==> src/rtl/adc_channel_sequencer_pkg.sv <==
// ----------------------------------------------------------------------------
// adc_channel_sequencer_pkg
//   Shared types and constants for the joystick ADC channel sequencer.
//   adc_sample_t    : one 12-bit ADC conversion result
//   ADC_CENTRE      : mid-scale sample, the neutral joystick position
//   ADC_CH_W        : width of the ADC command/response channel field
//   adc_seq_state_t : sequencer FSM states
// ----------------------------------------------------------------------------
package adc_channel_sequencer_pkg;

    typedef logic [11:0] adc_sample_t;

    localparam adc_sample_t ADC_CENTRE = 12'h800;
    localparam int          ADC_CH_W   = 5;

    typedef enum logic [1:0] {
        ISSUE = 2'd0,   // command presented to the ADC
        WAIT  = 2'd1,   // waiting for the matching response
        STORE = 2'd2    // captured sample written into its slot
    } adc_seq_state_t;

endpackage

==> src/rtl/adc_channel_sequencer.sv <==
// ----------------------------------------------------------------------------
// adc_channel_sequencer
//   Drives the modular-ADC command/response streams, round-robining one
//   conversion at a time over NUM_CH channels. Keeps the latest sample per
//   slot and takes a frame-coherent snapshot on frame_tick so downstream
//   movement logic always reads a stable set of samples.
//
// Ports
//   clk          system clock (ADC clock-bridge output)
//   reset        synchronous, active-high
//   cmd_valid    command valid to the ADC
//   cmd_channel  ADC channel of the current command (FIRST_CH + slot)
//   cmd_ready    ADC accepts the command
//   rsp_valid    response valid from the ADC
//   rsp_channel  channel the response belongs to
//   rsp_data     12-bit conversion result
//   frame_tick   one-cycle pulse per video frame
//   live_data    latest sample per slot, slot k at [12k +: 12]
//   live_fresh   slot k written since the last frame_tick
//   snap_data    copy of live_data taken on frame_tick
//   snap_strobe  high the cycle snap_data shows a new snapshot
//   err_timeout  sticky: a response never arrived within TIMEOUT cycles
//   err_chan     sticky: a response carried the wrong channel
// ----------------------------------------------------------------------------
module adc_channel_sequencer
    import adc_channel_sequencer_pkg::*;
#(
    parameter int unsigned NUM_CH   = 2,    // 1..8
    parameter int unsigned FIRST_CH = 1,
    parameter int unsigned DISCARD  = 1,    // 0..3
    parameter int unsigned TIMEOUT  = 255
) (
    input  logic                   clk,
    input  logic                   reset,
    output logic                   cmd_valid,
    output logic [ADC_CH_W-1:0]    cmd_channel,
    input  logic                   cmd_ready,
    input  logic                   rsp_valid,
    input  logic [ADC_CH_W-1:0]    rsp_channel,
    input  logic [11:0]            rsp_data,
    input  logic                   frame_tick,
    output logic [NUM_CH*12-1:0]   live_data,
    output logic [NUM_CH-1:0]      live_fresh,
    output logic [NUM_CH*12-1:0]   snap_data,
    output logic                   snap_strobe,
    output logic                   err_timeout,
    output logic                   err_chan
);

    localparam int SLOT_W  = (NUM_CH > 1)  ? $clog2(NUM_CH)      : 1;
    localparam int TIMER_W = (TIMEOUT > 0) ? $clog2(TIMEOUT + 1) : 1;

    // With a single channel the mux never switches, so nothing needs settling.
    localparam logic [1:0] DISCARD_RELOAD = (NUM_CH > 1) ? 2'(DISCARD) : 2'd0;
    localparam logic [SLOT_W-1:0]  LAST_SLOT   = SLOT_W'(NUM_CH - 1);
    localparam logic [TIMER_W-1:0] TIMER_LIMIT = TIMER_W'(TIMEOUT);

    adc_seq_state_t      state;
    adc_seq_state_t      state_next;
    logic [SLOT_W-1:0]   slot;
    logic [TIMER_W-1:0]  timer;
    logic [1:0]          discard_cnt;
    adc_sample_t         cap_data;
    logic [ADC_CH_W-1:0] issued_channel;

    // Per-cycle actions decoded by the FSM.
    logic capture_en;
    logic store_en;
    logic discard_hit;
    logic chan_err_hit;
    logic timeout_hit;

    // The slot does not move between ISSUE and STORE, so the channel a
    // response must match is simply the one currently being commanded.
    assign issued_channel = ADC_CH_W'(FIRST_CH) + ADC_CH_W'(slot);
    assign cmd_channel    = issued_channel;

    // ------------------------------------------------------------------
    // FSM state register
    // ------------------------------------------------------------------
    always_ff @(posedge clk) begin
        if (reset) begin
            state <= ISSUE;
        end else begin
            state <= state_next;
        end
    end

    // ------------------------------------------------------------------
    // FSM next-state and action decode
    // ------------------------------------------------------------------
    always_comb begin
        // NOTE: every output of this block gets a default first so no path
        // leaves one unassigned and infers a latch.
        state_next   = state;
        cmd_valid    = 1'b0;
        capture_en   = 1'b0;
        store_en     = 1'b0;
        discard_hit  = 1'b0;
        chan_err_hit = 1'b0;
        timeout_hit  = 1'b0;

        unique case (state)
            ISSUE: begin
                // Held low while reset is asserted so no command leaks out
                // of a sequencer that is being cleared.
                cmd_valid = ~reset;
                if (cmd_ready) begin
                    state_next = WAIT;
                end
            end

            WAIT: begin
                if (rsp_valid) begin
                    if (rsp_channel != issued_channel) begin
                        chan_err_hit = 1'b1;
                        state_next   = ISSUE;
                    end else if (discard_cnt != 2'd0) begin
                        // Mux still settling after a channel switch.
                        discard_hit = 1'b1;
                        state_next  = ISSUE;
                    end else begin
                        capture_en = 1'b1;
                        state_next = STORE;
                    end
                end else if (timer == TIMER_LIMIT) begin
                    timeout_hit = 1'b1;
                    state_next  = ISSUE;
                end
            end

            STORE: begin
                store_en   = 1'b1;
                state_next = ISSUE;
            end

            default: begin
                state_next = ISSUE;
            end
        endcase
    end

    // ------------------------------------------------------------------
    // Sequencer datapath: slot pointer, response timer, settle counter,
    // capture register, sticky errors, snapshot strobe.
    // ------------------------------------------------------------------
    always_ff @(posedge clk) begin
        if (reset) begin
            slot        <= '0;
            timer       <= '0;
            discard_cnt <= 2'(DISCARD);
            cap_data    <= ADC_CENTRE;
            err_timeout <= 1'b0;
            err_chan    <= 1'b0;
            snap_strobe <= 1'b0;
        end else begin
            snap_strobe <= frame_tick;

            // Timer runs only in WAIT and is zero on entry.
            if (state == WAIT) begin
                timer <= timer + TIMER_W'(1);
            end else begin
                timer <= '0;
            end

            if (capture_en) begin
                cap_data <= rsp_data;
            end

            if (discard_hit) begin
                discard_cnt <= discard_cnt - 2'd1;
            end

            if (store_en) begin
                slot        <= (slot == LAST_SLOT) ? '0 : slot + SLOT_W'(1);
                discard_cnt <= DISCARD_RELOAD;
            end

            if (chan_err_hit) begin
                err_chan <= 1'b1;
            end

            if (timeout_hit) begin
                err_timeout <= 1'b1;
            end
        end
    end

    // ------------------------------------------------------------------
    // Slot bank: one live sample, one snapshot and one fresh flag per slot.
    // ------------------------------------------------------------------
    for (genvar k = 0; k < NUM_CH; k++) begin : g_slot
        adc_sample_t live_q;
        adc_sample_t snap_q;
        logic        fresh_q;

        always_ff @(posedge clk) begin
            // NOTE: the sample registers are reset on purpose: consumers must
            // see a centred joystick, not stale or X data, right after reset.
            if (reset) begin
                live_q  <= ADC_CENTRE;
                snap_q  <= ADC_CENTRE;
                fresh_q <= 1'b0;
            end else begin
                if (frame_tick) begin
                    snap_q  <= live_q;
                    fresh_q <= 1'b0;
                end
                // NOTE: non-blocking assignments make the snapshot above read
                // the pre-store sample, and this later assignment wins, so a
                // store coinciding with frame_tick still leaves fresh set.
                if (store_en && (slot == SLOT_W'(k))) begin
                    live_q  <= cap_data;
                    fresh_q <= 1'b1;
                end
            end
        end

        assign live_data[k*12 +: 12] = live_q;
        assign snap_data[k*12 +: 12] = snap_q;
        assign live_fresh[k]         = fresh_q;
    end

endmodule

==> config.mk <==
export PLATFORM = sky130hd
export DESIGN_NAME = adc_channel_sequencer
export DESIGN_NICKNAME = d
export VERILOG_FILES = /design/src/rtl/adc_channel_sequencer_pkg.sv /design/src/rtl/adc_channel_sequencer.sv
export SDC_FILE = /design/constraint.sdc
export NUM_CORES = 1
export LEC_CHECK = 0
export CORE_MARGIN = 3
export CORE_UTILIZATION = 30
export DETAILED_ROUTE_END_ITERATION = 8
export SYNTH_ARGS = -nofsm -noshare
export SYNTH_HDL_FRONTEND = slang
export SYNTH_SLANG_ARGS = --single-unit
==> constraint.sdc <==
create_clock -name clk -period 3.3 [get_ports clk]
set_clock_uncertainty 0.2 [all_clocks]
set_input_delay 0.66 -clock clk [delete_from_list [all_inputs] [get_ports clk]]
set_output_delay 0.66 -clock clk [all_outputs]
set_load 0.02 [all_outputs]
==> reports/qor.csv <==
stage;metric;value;unit
worst_setup_path;critPathTopFamily;buffers and inverters;
yosys;ys_seq_area_share;51.1;%
place;place_inst;506;
yosys;ys_warn_count;0;
worst_setup_path;critPathMaxStageDelay;0.66;ns
run;max-cap-violations;0;
final_layout;area_delta_synth_final;34.3;%
drt;routed_wl;6780;um
final_layout;fin_cells;522;
final_layout;num_antenna_cells;0;
grt;antenna_found_initial;0;
worst_setup_path;crit_path_end_kind;output pin;
sta;finalSetupViolations;0;
yosys;synth_top_family_by_area;simple AND/OR/NAND/NOR gates;
sta;min_period_over_period;75.4;%
worst_setup_path;path_cells;nor3_1, clkdlybuf4s50_1;
yosys;synth_fa_ha_area_share;0.819;%
drt;avgViaCountPerCell;4.36;
power;power.density;439;nW/um^2
yosys;synth_area_per_cell;9.73;sq um
cts;post_cts_buffers;0;
yosys;synth_seq_cells;78;
drt;wire_per_inst;13.0;um
die;fp.dieW;107;um
grt;grt_max_degree;86;
cts;cts_tree;yes;
cts;clk_latency;0.34;ns
place;place_congestion;0.743;
yosys;synthSimpleGateAreaFrac;19.9;%
yosys;synth_compound_area_share;6.15;%
sta;fin_crit;2.49;ns
place;numPortBuffers;77;
cts;clk_pin_slew_worst_paths;0.08;ns
drt;vias;2277;
drt;drtAntennaViolNets;0;
final_layout;drive_gt1_share;7.20;%
power;p_leak;1.46;nW
sta;grt_setup_unrepaired;false;
yosys;muxShareOfSynthArea;15.4;%
power;ir_worst_vdd;0.158;mV
cts;cts_num_sinks;78;
place;post-place-ws;0.633;ns
cts;htreeDepth;3;
worst_setup_path;path_class;reg2out;
worst_setup_path;cp.required;2.44;ns
yosys;yosysUniqueCellTypes;38;
worst_setup_path;cp.arrival;1.63;ns
drt;drtIter0Drc;75;
sta;hold_viol;0;
cts;cts.path.max_buffers;2;
cts;root_buffer;clkbuf_8;
grt;grt_use_total;12.4;%
sta;slew_headroom;48.5;%
final_layout;num-fill-cells;1024;
die;core.rowCount;36;
drt;dr.pass1.iters;4;
worst_setup_path;cp_slowest_cell;clkdlybuf4s50_1;
worst_setup_path;critical_path_buf_inv_count;1;
die;num_io_pins;81;
sta;holdWs;0.268;ns
place;dp_hpwl;4650;um
final_layout;nNetsFinal;408;
sta;fmax;402;MHz
die;start_util;31.1;%
worst_setup_path;crit_path_start_kind;flop;
run_status;status;finished, final reports clean;
grt;grt_pass1_wl;11100;um
yosys;synthCells;314;
die;die_h;107;um
sta;tightest_slew;0.773;ns
worst_hold_path;hp-class;reg2reg;
cts;cts_hold_buf;0;
sta;layout_setup_ws;0.811;ns
die;core_area;9820;sq um
worst_setup_path;path_max_fanout;7;
sta;setup_tns;0;ns
cts;cts_resized;0;
yosys;synth.cell_area;3050;sq um
sta;report.final.slew_viol_count;0;
die;die_area;11400;sq um
grt;grt_pass1_vias;2243;
grt;overflow;0;
drt;drc;0;
yosys;synth_xor_area_share;1.15;%
cts;numCtsBuffers;9;
## per-stage QoR
| stage | util [%] | power [mW] | cell area, sq um |
|---|---|---|---|
| after detailed placement | 39.6 | 1.06 | 3880 |
| after global routing | 41.8 | 1.87 | 4100 |
| after global placement | 39.6 | 1.06 | 3880 |
| after floorplan | - | 1.02 | 3060 |
| final | 41.8 | 1.80 | 4100 |
| after CTS | 41.8 | 1.83 | 4100 |
## synthesized netlist by cell type
library cell	instances	share of area [%]
inv_1	7	0.86
a21oi_1	16	2.6
a211o_1	3	0.86
buf_6	1	0.37
nor2b_1	5	1.0
nand2_1	26	3.2
buf_2	3	0.49
o32ai_1	1	0.29
a22o_1	1	0.29
o21ai_0	3	0.49
or3_1	4	0.82
nand4_1	1	0.20
a211oi_4	1	0.66
clkbuf_1	12	1.5
nand3b_1	4	0.98
buf_8	1	0.49
a211oi_2	1	0.41
buf_1	1	0.12
or4b_1	1	0.33
mux2_2	1	0.37
a2111oi_0	1	0.29
or3b_1	1	0.29
nand2b_1	23	4.7
dfxtp_1	78	51
conb_1	1	0.12
nand3_1	4	0.66
or3b_4	1	0.37
xor2_1	2	0.57
or4_1	1	0.25
mux2i_1	46	15
nor3_1	5	0.82
nor3b_2	1	0.41
buf_4	6	1.5
and3b_2	1	0.33
nor2_1	45	5.5
ha_1	2	0.82
xnor2_1	2	0.57
o31ai_1	1	0.25
## cells by family (layout without fill, tap and decap cells)
| kind of cell | after synthesis | in the layout |
|---|---|---|
| DFF | 78 | 78 |
| other | 1 | 3 |
| xor gates and xnor gates | 4 | 4 |
| adders and majority gates | 2 | 2 |
| buffers and inverters | 31 | 104 |
| muxes | 47 | 47 |
| and+or+nand+nor | 123 | 123 |
| AOI/OAI and AO/OA | 28 | 28 |
## state kept, by name (all words and copies together), names as in the netlist, 2 cells and up
signal	count
cap_data	12
discard_cnt	2
g_slot.fresh_q	2
g_slot.live_q	24
g_slot.snap_q	24
state	2
timer	8
## power by group
part / leakage, nW / switching (mW) / internal (mW)
clock: 0.115 / 0.331 / 0.430
combinational: 0.718 / 0.0450 / 0.0459
sequential: 0.629 / 0.00393 / 0.945
## cells in the final DEF, fill, tap and decap left out, types with 2 or more instances in the layout
cell / instances
conb_1: 3
inv_1: 7
o21ai_0: 3
nor2b_1: 5
nand3b_1: 4
buf_4: 4
clkdlybuf4s50_1: 75
mux2i_1: 46
clkbuf_8: 13
nor3_1: 5
nand2b_1: 23
a21oi_1: 16
buf_2: 2
or3_1: 4
clkinv_2: 2
a211o_1: 3
nor2_1: 45
nand3_1: 4
dfxtp_1: 78
xnor2_1: 2
ha_1: 2
xor2_1: 2
nand2_1: 26
## worst paths after layout
kind	from	end	slack, ns	cells past startpoint
worst max-delay path	state[0]	cmd_valid	0.81	2
worst min-delay path	err_timeout	err_timeout	0.27	2
worst max register to register	discard_cnt[0]	cap_data[1]	1.26	6
worst min register to register	err_timeout	err_timeout	0.27	2
## tightest hold or removal path, delay by kind of cell (launching register included)
| kind | cells | cell delay [ns] |
|---|---|---|
| buffers and inverters | 1 | 0.05 |
| DFF | 1 | 0.32 |
| AOI/OAI and AO/OA | 1 | 0.05 |
## area by class of cell
type	instances	area [sq um]	share of cell area [%]
inverters	7	26.3	0.640
clock inverters	3	40.0	0.976
repair buffers	81	791	19.3
well taps	133	166	4.06
multi-input cells	207	1340	32.6
flip-flops and latches	78	1560	38.1
clock buffers	13	179	4.36
## per-layer routing
| metal | part of all wire (%) | vias to the layer above | global-route usage (%) |
|---|---|---|---|
| li1 | - | 1175 | - |
| met1 | 47 | 1045 | 16.0 |
| met2 | 47 | 50 | 19.6 |
| met3 | 5.2 | 7 | 3.19 |
| met4 | 0.88 | 0 | 5.21 |
| met5 | 0 | - | 0 |
Power figures use the tool's default switching activity.
